## src/rtl/axil_master.sv

```systemverilog
// axil_master: AXI4-Lite master bridging single-beat core start/done requests onto the peripheral bus.
// Define AXIL_RESP_ERR_EN to add WRITE_ERR/READ_ERR reporting of SLVERR/DECERR responses.
module axil_master #(
   parameter int ADDR_WIDTH = 32,
   parameter int DATA_WIDTH = 32
) (
   input  logic                    CLK,
   input  logic                    RST_N,
   input  logic                    START_WRITE,
   input  logic                    START_READ,
   input  logic [ADDR_WIDTH-1:0]   TRANSACTION_WRADDR,
   input  logic [DATA_WIDTH-1:0]   TRANSACTION_WRDATA,
   input  logic [DATA_WIDTH/8-1:0] TRANSACTION_WSTRB,
   input  logic [ADDR_WIDTH-1:0]   TRANSACTION_RADDR,
   output logic [DATA_WIDTH-1:0]   TRANSACTION_RDATA,
   output logic                    DONE_WRITE,
   output logic                    DONE_READ,
   output logic                    BUSY_WRITE,
   output logic                    BUSY_READ,
   output logic [ADDR_WIDTH-1:0]   M_AWADDR,
   output logic [2:0]              M_AWPROT,
   output logic                    M_AWVALID,
   input  logic                    M_AWREADY,
   output logic [DATA_WIDTH-1:0]   M_WDATA,
   output logic [DATA_WIDTH/8-1:0] M_WSTRB,
   output logic                    M_WVALID,
   input  logic                    M_WREADY,
   input  logic [1:0]              M_BRESP,
   input  logic                    M_BVALID,
   output logic                    M_BREADY,
   output logic [ADDR_WIDTH-1:0]   M_ARADDR,
   output logic [2:0]              M_ARPROT,
   output logic                    M_ARVALID,
   input  logic                    M_ARREADY,
   input  logic [DATA_WIDTH-1:0]   M_RDATA,
   input  logic [1:0]              M_RRESP,
   input  logic                    M_RVALID,
   output logic                    M_RREADY
`ifdef AXIL_RESP_ERR_EN
   ,
   output logic                    WRITE_ERR,
   output logic                    READ_ERR
`endif
);
   localparam logic [1:0] W_IDLE = 2'd0, W_ADDR = 2'd1, W_RESP = 2'd2;
   localparam logic [1:0] R_IDLE = 2'd0, R_ADDR = 2'd1, R_DATA = 2'd2;
   logic [1:0]              w_state_q, w_state_d, r_state_q, r_state_d;
   logic [ADDR_WIDTH-1:0]   awaddr_q, awaddr_d, araddr_q, araddr_d;
   logic [DATA_WIDTH-1:0]   wdata_q, wdata_d, rdata_q, rdata_d, rd_cap;
   logic [DATA_WIDTH/8-1:0] wstrb_q, wstrb_d;
   logic awvalid_q, awvalid_d, wvalid_q, wvalid_d, aw_done_q, aw_done_d, w_done_q, w_done_d;
   logic bready_q, bready_d, done_w_q, done_w_d;
   logic arvalid_q, arvalid_d, rready_q, rready_d, done_r_q, done_r_d;
   always_comb begin
      w_state_d = w_state_q;
      awaddr_d  = awaddr_q;
      wdata_d   = wdata_q;
      wstrb_d   = wstrb_q;
      awvalid_d = awvalid_q & ~M_AWREADY;
      wvalid_d  = wvalid_q & ~M_WREADY;
      aw_done_d = aw_done_q | (awvalid_q & M_AWREADY);
      w_done_d  = w_done_q | (wvalid_q & M_WREADY);
      bready_d  = bready_q;
      done_w_d  = 1'b0;
      if (w_state_q == W_IDLE && START_WRITE) begin
         w_state_d = W_ADDR;
         awaddr_d  = TRANSACTION_WRADDR;
         wdata_d   = TRANSACTION_WRDATA;
         wstrb_d   = TRANSACTION_WSTRB;
         awvalid_d = 1'b1;
         wvalid_d  = 1'b1;
         aw_done_d = 1'b0;
         w_done_d  = 1'b0;
      end else if (w_state_q == W_ADDR && aw_done_d && w_done_d) begin
         w_state_d = W_RESP;
         bready_d  = 1'b1;
      end else if (w_state_q == W_RESP && M_BVALID && bready_q) begin
         w_state_d = W_IDLE;
         bready_d  = 1'b0;
         done_w_d  = 1'b1;
      end
   end
   always_comb begin
      r_state_d = r_state_q;
      araddr_d  = araddr_q;
      arvalid_d = arvalid_q;
      rready_d  = rready_q;
      rdata_d   = rdata_q;
      done_r_d  = 1'b0;
      if (r_state_q == R_IDLE && START_READ) begin
         r_state_d = R_ADDR;
         araddr_d  = TRANSACTION_RADDR;
         arvalid_d = 1'b1;
      end else if (r_state_q == R_ADDR && M_ARREADY) begin
         r_state_d = R_DATA;
         arvalid_d = 1'b0;
         rready_d  = 1'b1;
      end else if (r_state_q == R_DATA && M_RVALID) begin
         r_state_d = R_IDLE;
         rready_d  = 1'b0;
         done_r_d  = 1'b1;
         rdata_d   = rd_cap;
      end
   end
   always_ff @(posedge CLK or negedge RST_N) begin
      if (!RST_N) begin
         w_state_q <= W_IDLE;
         r_state_q <= R_IDLE;
         awaddr_q  <= '0;
         araddr_q  <= '0;
         wdata_q   <= '0;
         wstrb_q   <= '0;
         rdata_q   <= '0;
         awvalid_q <= 1'b0;
         wvalid_q  <= 1'b0;
         aw_done_q <= 1'b0;
         w_done_q  <= 1'b0;
         bready_q  <= 1'b0;
         done_w_q  <= 1'b0;
         arvalid_q <= 1'b0;
         rready_q  <= 1'b0;
         done_r_q  <= 1'b0;
      end else begin
         w_state_q <= w_state_d;
         r_state_q <= r_state_d;
         awaddr_q  <= awaddr_d;
         araddr_q  <= araddr_d;
         wdata_q   <= wdata_d;
         wstrb_q   <= wstrb_d;
         rdata_q   <= rdata_d;
         awvalid_q <= awvalid_d;
         wvalid_q  <= wvalid_d;
         aw_done_q <= aw_done_d;
         w_done_q  <= w_done_d;
         bready_q  <= bready_d;
         done_w_q  <= done_w_d;
         arvalid_q <= arvalid_d;
         rready_q  <= rready_d;
         done_r_q  <= done_r_d;
      end
   end
`ifdef AXIL_RESP_ERR_EN
   // Only SLVERR/DECERR set bit 1 of the response; an errored read returns zero data.
   logic werr_q, rerr_q;
   assign rd_cap = M_RRESP[1] ? '0 : M_RDATA;
   always_ff @(posedge CLK or negedge RST_N) begin
      if (!RST_N) begin
         werr_q <= 1'b0;
         rerr_q <= 1'b0;
      end else begin
         werr_q <= done_w_d & M_BRESP[1];
         rerr_q <= done_r_d & M_RRESP[1];
      end
   end
   assign WRITE_ERR = werr_q;
   assign READ_ERR  = rerr_q;
`else
   logic unused_resp;
   assign rd_cap      = M_RDATA;
   assign unused_resp = ^{M_BRESP, M_RRESP};
`endif
   assign TRANSACTION_RDATA = rdata_q;
   assign DONE_WRITE = done_w_q;
   assign DONE_READ  = done_r_q;
   assign BUSY_WRITE = w_state_q != W_IDLE;
   assign BUSY_READ  = r_state_q != R_IDLE;
   assign M_AWADDR   = awaddr_q;
   assign M_AWPROT   = 3'b000;
   assign M_AWVALID  = awvalid_q;
   assign M_WDATA    = wdata_q;
   assign M_WSTRB    = wstrb_q;
   assign M_WVALID   = wvalid_q;
   assign M_BREADY   = bready_q;
   assign M_ARADDR   = araddr_q;
   assign M_ARPROT   = 3'b000;
   assign M_ARVALID  = arvalid_q;
   assign M_RREADY   = rready_q;
endmodule

```

## config.mk

```make
export PLATFORM = sky130hd
export DESIGN_NAME = axil_master
export DESIGN_NICKNAME = d
export VERILOG_FILES = /design/src/rtl/axil_master.sv
export SDC_FILE = /design/constraint.sdc
export NUM_CORES = 1
export LEC_CHECK = 0
export ABC_AREA = 0
export CORE_MARGIN = 4
export CORE_UTILIZATION = 30
export CTS_CLUSTER_DIAMETER = 60
export DETAILED_ROUTE_END_ITERATION = 16
export PLACE_DENSITY = 0.7
export REMOVE_ABC_BUFFERS = 1
export SLEW_MARGIN = 10
export SYNTH_ARGS = -nofsm -noshare
export SYNTH_HDL_FRONTEND = slang
export SYNTH_SLANG_ARGS = --single-unit
export TNS_END_PERCENT = 50
```

## constraint.sdc

```tcl
create_clock -name CLK -period 2 [get_ports CLK]
set_input_delay 0.4 -clock CLK [delete_from_list [all_inputs] [get_ports CLK]]
set_output_delay 0.4 -clock CLK [all_outputs]
set_load 0.02 [all_outputs]
```

# Yosys cells after proc, flatten, opt, wreduce, memory -nomap -nowiden

Cells that the tools add are included.

Eq/ne operators: 4
Muxes and demuxes: 22
Bitwise operators: 11
Reductions and logical operators: 20

Operator list:

| kind                                                             | count |
|---|---|
| 1-bit 2-to-1 mux                                                 | 16 |
| 2-bit 2-to-1 mux                                                 | 6 |
| 2-bit nonzero test                                               | 5 |
| 1-bit logical AND                                                | 8 |
| 3-bit nonzero test                                               | 2 |
| 1-bit NOT                                                        | 5 |
| 1-bit bitwise AND                                                | 4 |
| 2-bit by 1-bit == test with 1-bit output (second input constant) | 2 |
| 2-bit == test (second input constant)                            | 2 |
| 2-bit logical NOT                                                | 2 |
| 2-bit AND reduction                                              | 2 |
| 3-bit AND reduction                                              | 1 |
| 1-bit OR                                                         | 2 |

Register bits: 145
Input bits: 145
Output and inout port bits: 147
Word-level logic and storage cells: 73

# Depth between registers and ports, before layout

Gate-level depths: netlist of the first run.

Depth in word-level cells: 6
Gate-level depth with buffers: 5
Gate-level depth less buffers: 3

# Least setup slack after synthesis of the first run

No wires, ideal clock.

Kind: flip-flop to flip-flop
From: reg r_state_q[1]
To: reg araddr_q[0] (netlist: M_ARADDR[0])
Library setup time: 125 ps
Data arrival time: 1,337 ps
Required time: 1,875 ps
Path slack: 538 ps
Cell stages (with the launch flop): 5
Buffers on the path: 1
Cells stage by stage: dfrtp_1 -> or2_4 -> nor2_8 -> buf_12 -> mux2_4

Word-level cells in the longest chain between the ends: 2

Ends and longest elaborated chain:

| element                  | RTL line | source |
|---|---|---|
| start: declaration       | 47       | `logic [1:0] w_state_q, w_state_d, r_state_q, r_state_d;` |
| start signal: assignment | 125      | `r_state_q <= r_state_d;` |
| 2-bit logical NOT        | 90       | `if (r_state_q == R_IDLE && START_READ) begin` |
| 1-bit logical AND        | 90       |  |
| end signal: assignment   | 127      | `araddr_q <= araddr_d;` |
| end: declaration         | 48       | `logic [ADDR_WIDTH-1:0] awaddr_q, awaddr_d, araddr_q, araddr_d;` |

No other way between the ends.
A chain may end at the register's enable or synchronous reset.

# Worst setup path in the final report of the first run

From: reg w_state_q[1]
To: out BUSY_WRITE

Word-level cells in the longest chain between the ends: 1

Ends and longest elaborated chain:

| element                  | RTL line | source |
|---|---|---|
| start: declaration       | 47       |  |
| start signal: assignment | 124      | `w_state_q <= w_state_d;` |
| 2-bit nonzero test       | 165      | `assign BUSY_WRITE = w_state_q != W_IDLE;` |
| end: declaration         | 18       | `output logic BUSY_WRITE,` |

No other way between the ends.

==> impl_metrics.env, run 1 <==
export IMPL_crit_type="reg2out"
export IMPL_p_comb_share_pct=47.9
export IMPL_rsz0062_at_grt="false"
export IMPL_clockBufferDepth=2
export IMPL_area_growth_pct=65.4
export IMPL_fmax_ghz=0.526
export IMPL_grt_pass1_wl_um=23500
export IMPL_reg2reg_slack_ps=450
export IMPL_hold_violations=0
export IMPL_critPathCaptureType="primary output"
export IMPL_grt_ovfl_total=0
export IMPL_dieHeight_um=145
export IMPL_clock_latency_ps=410
export IMPL_worst_pin_slew_ps=494
export IMPL_min_period_over_period_pct=95.1
export IMPL_synth_cell_types=23
export IMPL_wl_per_cell_um=16.9
export IMPL_design_die_area_um2=21100
export IMPL_irDropWorstVdd_mv=0.847
export IMPL_status="finished, final reports clean"
export IMPL_relSlewSlack_pct=66.6
export IMPL_slowest_stage="dfrtp_1"
export IMPL_final_max_slew_violation_count=0
export IMPL_layout_nets=777
export IMPL_clk_pin_slew_worst_paths_ps=60
export IMPL_grt_pass1_vias=4390
export IMPL_grt_antenna_before_repair=0
export IMPL_avgSynthCellArea_um2=17.0
export IMPL_fillers=1540
export IMPL_ys_ff_latch=145
export IMPL_port_buffers=281
export IMPL_slowest_delay_ps=430
export IMPL_rows=49
export IMPL_synth_warnings=0
export IMPL_switchingPower_mw=5.57
export IMPL_fin_cells=874
export IMPL_start_kind="flip-flop"
export IMPL_dp_hpwl_um=11300
export IMPL_setup_slack_ps=97.8
export IMPL_ff2ff_path_depth=4
export IMPL_seqCellArea_um2=3630
export IMPL_pre_cts_ws_ps=41.4
export IMPL_r2r_start="w_state_q[1]"
export IMPL_grt_usage_pct=13.9
export IMPL_clock_skew_ps=13.2
export IMPL_cp_data_arrival_time_ps=1500
export IMPL_critPathMaxFanout=5
export IMPL_vias=3789
export IMPL_cp_required_ps=1600
export IMPL_drv_cap=0
export IMPL_fin_crit_ps=1900
export IMPL_worstPathCellList="or2_2 > dlygate4sd2_1"
export IMPL_clock_sinks=145
export IMPL_cts_buffers=17
export IMPL_timing_hold_ws_ps=478
export IMPL_sw_frac_of_total_pct=34.3
export IMPL_layout_drive_gt1_share_pct=28.7
export IMPL_drtPass1Iterations=4
export IMPL_drc=0
export IMPL_setup_viol=0
export IMPL_dp_cells=841
export IMPL_tns_ps=0
export IMPL_grt_max_degree=49
export IMPL_core_area_um2=18300
export IMPL_reg2reg_to="M_WDATA[11]"
export IMPL_worst_hold_path_type="in2async"
export IMPL_syn_instance_count=332
export IMPL_vias_per_cell=4.34
export IMPL_cts_root_buffer="clkbuf_16"
export IMPL_seqPwrFrac_pct=32.5
export IMPL_multiInputGateArea_um2=1800
export IMPL_drtIter0Drc=58
export IMPL_power_total_mw=16.3
export IMPL_diodes=0
export IMPL_synth_seq_area_share_pct=64.1
export IMPL_final_antenna_net_count=0
export IMPL_die_w_um=145
export IMPL_gp_congestion=0.755
export IMPL_power_leakage_nw=3.99
export IMPL_tritoncts="done"
export IMPL_synth_cell_area_um2=5660
export IMPL_h_tree_depth=4
export IMPL_ios=292
export IMPL_internal_power_mw=10.7
export IMPL_initial_utilization_pct=31.0
export IMPL_p_clk_share_pct=19.6
export IMPL_power_density_nw_per_um2=1740
export IMPL_drt_total_wl_um=14800
[stage by stage]
step                      area, um^2  util (%)
after global routing            9360      51.2
after CTS                       9360      51.2
after global placement          8750      47.9
after detailed placement        8750      47.9
final                           9360      51.2
after floorplan                 5450         -
[routing by layer]
layer	GRT usage, %	up-vias	part of all wire (%)	wire length, um
met5	0	-	0	0
met4	4.23	0	1.5	218
met3	6.74	13	9.9	1460
met2	23.3	194	49	7250
met1	15.9	1840	40	5850
li1	-	1742	-	-
[repair_timing]
action                     in CTS  in global routing
setup buffers                   0                  0
hold buffers                    1                  0
gates resized for setup         2                  0
setup endpoints to repair       2                  0
hold endpoints to repair       39                  0
[Yosys cell counts, drive strengths merged]
cell | count | area share [%]
dfrtp | 145 | 64
inv | 7 | 0.46
a21o | 5 | 0.66
or2 | 2 | 0.27
conb | 1 | 0.066
a21oi | 5 | 0.44
nor4b | 1 | 0.15
nand4b | 1 | 0.15
nor3b | 1 | 0.13
o21ai | 1 | 0.088
nand2b | 1 | 0.11
nand2 | 2 | 0.18
nor2b | 1 | 0.15
mux2 | 132 | 28
o22ai | 1 | 0.11
buf | 20 | 4.0
nor2 | 6 | 0.69
[area by class of cell]
| class | count | area share, % |
|---|---|---|
| clock buffer | 19 | 4.84 |
| tap | 229 | 3.06 |
| timing repair buffer | 296 | 32.2 |
| multi-input combinational | 165 | 19.2 |
| inverter | 7 | 0.281 |
| sequential | 145 | 38.8 |
| clock inverter | 13 | 1.59 |
[cells by family after synthesis]
| logic type | Yosys count | share of synthesized area [%] |
|---|---|---|
| and+or+nand+nor | 15 | 1.84 |
| AOI/OAI and AO/OA | 12 | 1.31 |
| other | 1 | 0.0663 |
| buffers and inverters | 27 | 4.45 |
| DFF | 145 | 64.1 |
| muxes | 132 | 28.2 |
[power by group through the flow]
stage	clock network (mW)	logic (mW)	registers, mW
floorplan	0	2.23	6.97
global placement	0	7.78	5.23
detailed placement	0	7.90	5.33
CTS	3.31	7.91	5.31
global route	3.41	8.19	5.48
finish	3.19	7.78	5.28
[layout by cell type, fill, tap and decap left out, types with 2 or more instances in the layout]
cell and instances:
conb_1 6, a21oi_1 5, mux2_4 29, a21o_1 5, clkbuf_8 2, dlygate4sd2_1 2, mux2_2 103, inv_6 5
buf_4 7, buf_12 7, clkinv_4 2, inv_1 7, clkbuf_16 17, bufinv_16 2, dfrtp_1 145, nor2_1 5
clkdlybuf4s50_1 278, clkinvlp_4 3
[state kept, by name (all words and copies together) (netlist names), 2 cells and up]
signal,flops
TRANSACTION_RDATA,32
M_AWADDR,32
w_state_q,2
M_WDATA,32
M_ARADDR,32
r_state_q,2
M_WSTRB,4
[critical path, delay by kind of cell (launching register included)]
| kind | cells | cell delay (ps) |
|---|---|---|
| DFF | 1 | 430 |
| buffers and inverters | 1 | 330 |
| and+or+nand+nor | 1 | 330 |
[worst max path at each step]
stage | start | to | slack (ps) | cells past startpoint
finish | w_state_q[1] | BUSY_WRITE | 100 | 2
global placement | START_WRITE | M_AWADDR[19] | 100 | 5
detailed placement | START_WRITE | M_AWADDR[13] | 40 | 5
CTS | w_state_q[1] | BUSY_WRITE | 70 | 2
floorplan | w_state_q[1] | M_AWADDR[0] | -4450 | 2
global route | w_state_q[1] | BUSY_WRITE | 40 | 2
No activity file was read; power rests on OpenSTA's default activity.
==> inputs of run 2 (changes only) <==
==> constraint.sdc (replaced) <==
create_clock -name CLK -period 2 [get_ports CLK]
set_input_delay 0.4 -clock CLK [delete_from_list [all_inputs] [get_ports CLK]]
set_output_delay 0.4 -clock CLK [all_outputs]
set_load 0.01 [all_outputs]
==> results of run 2 <==
Same layout as run 1 (identical final DEF). Status: finished, final reports clean.
Main changes from that run: setup slack after layout 97.8 ps -> 135 ps; total power 16.3 mW -> 15.1 mW; worst IR drop on VDD 0.847 mV -> 0.798 mV
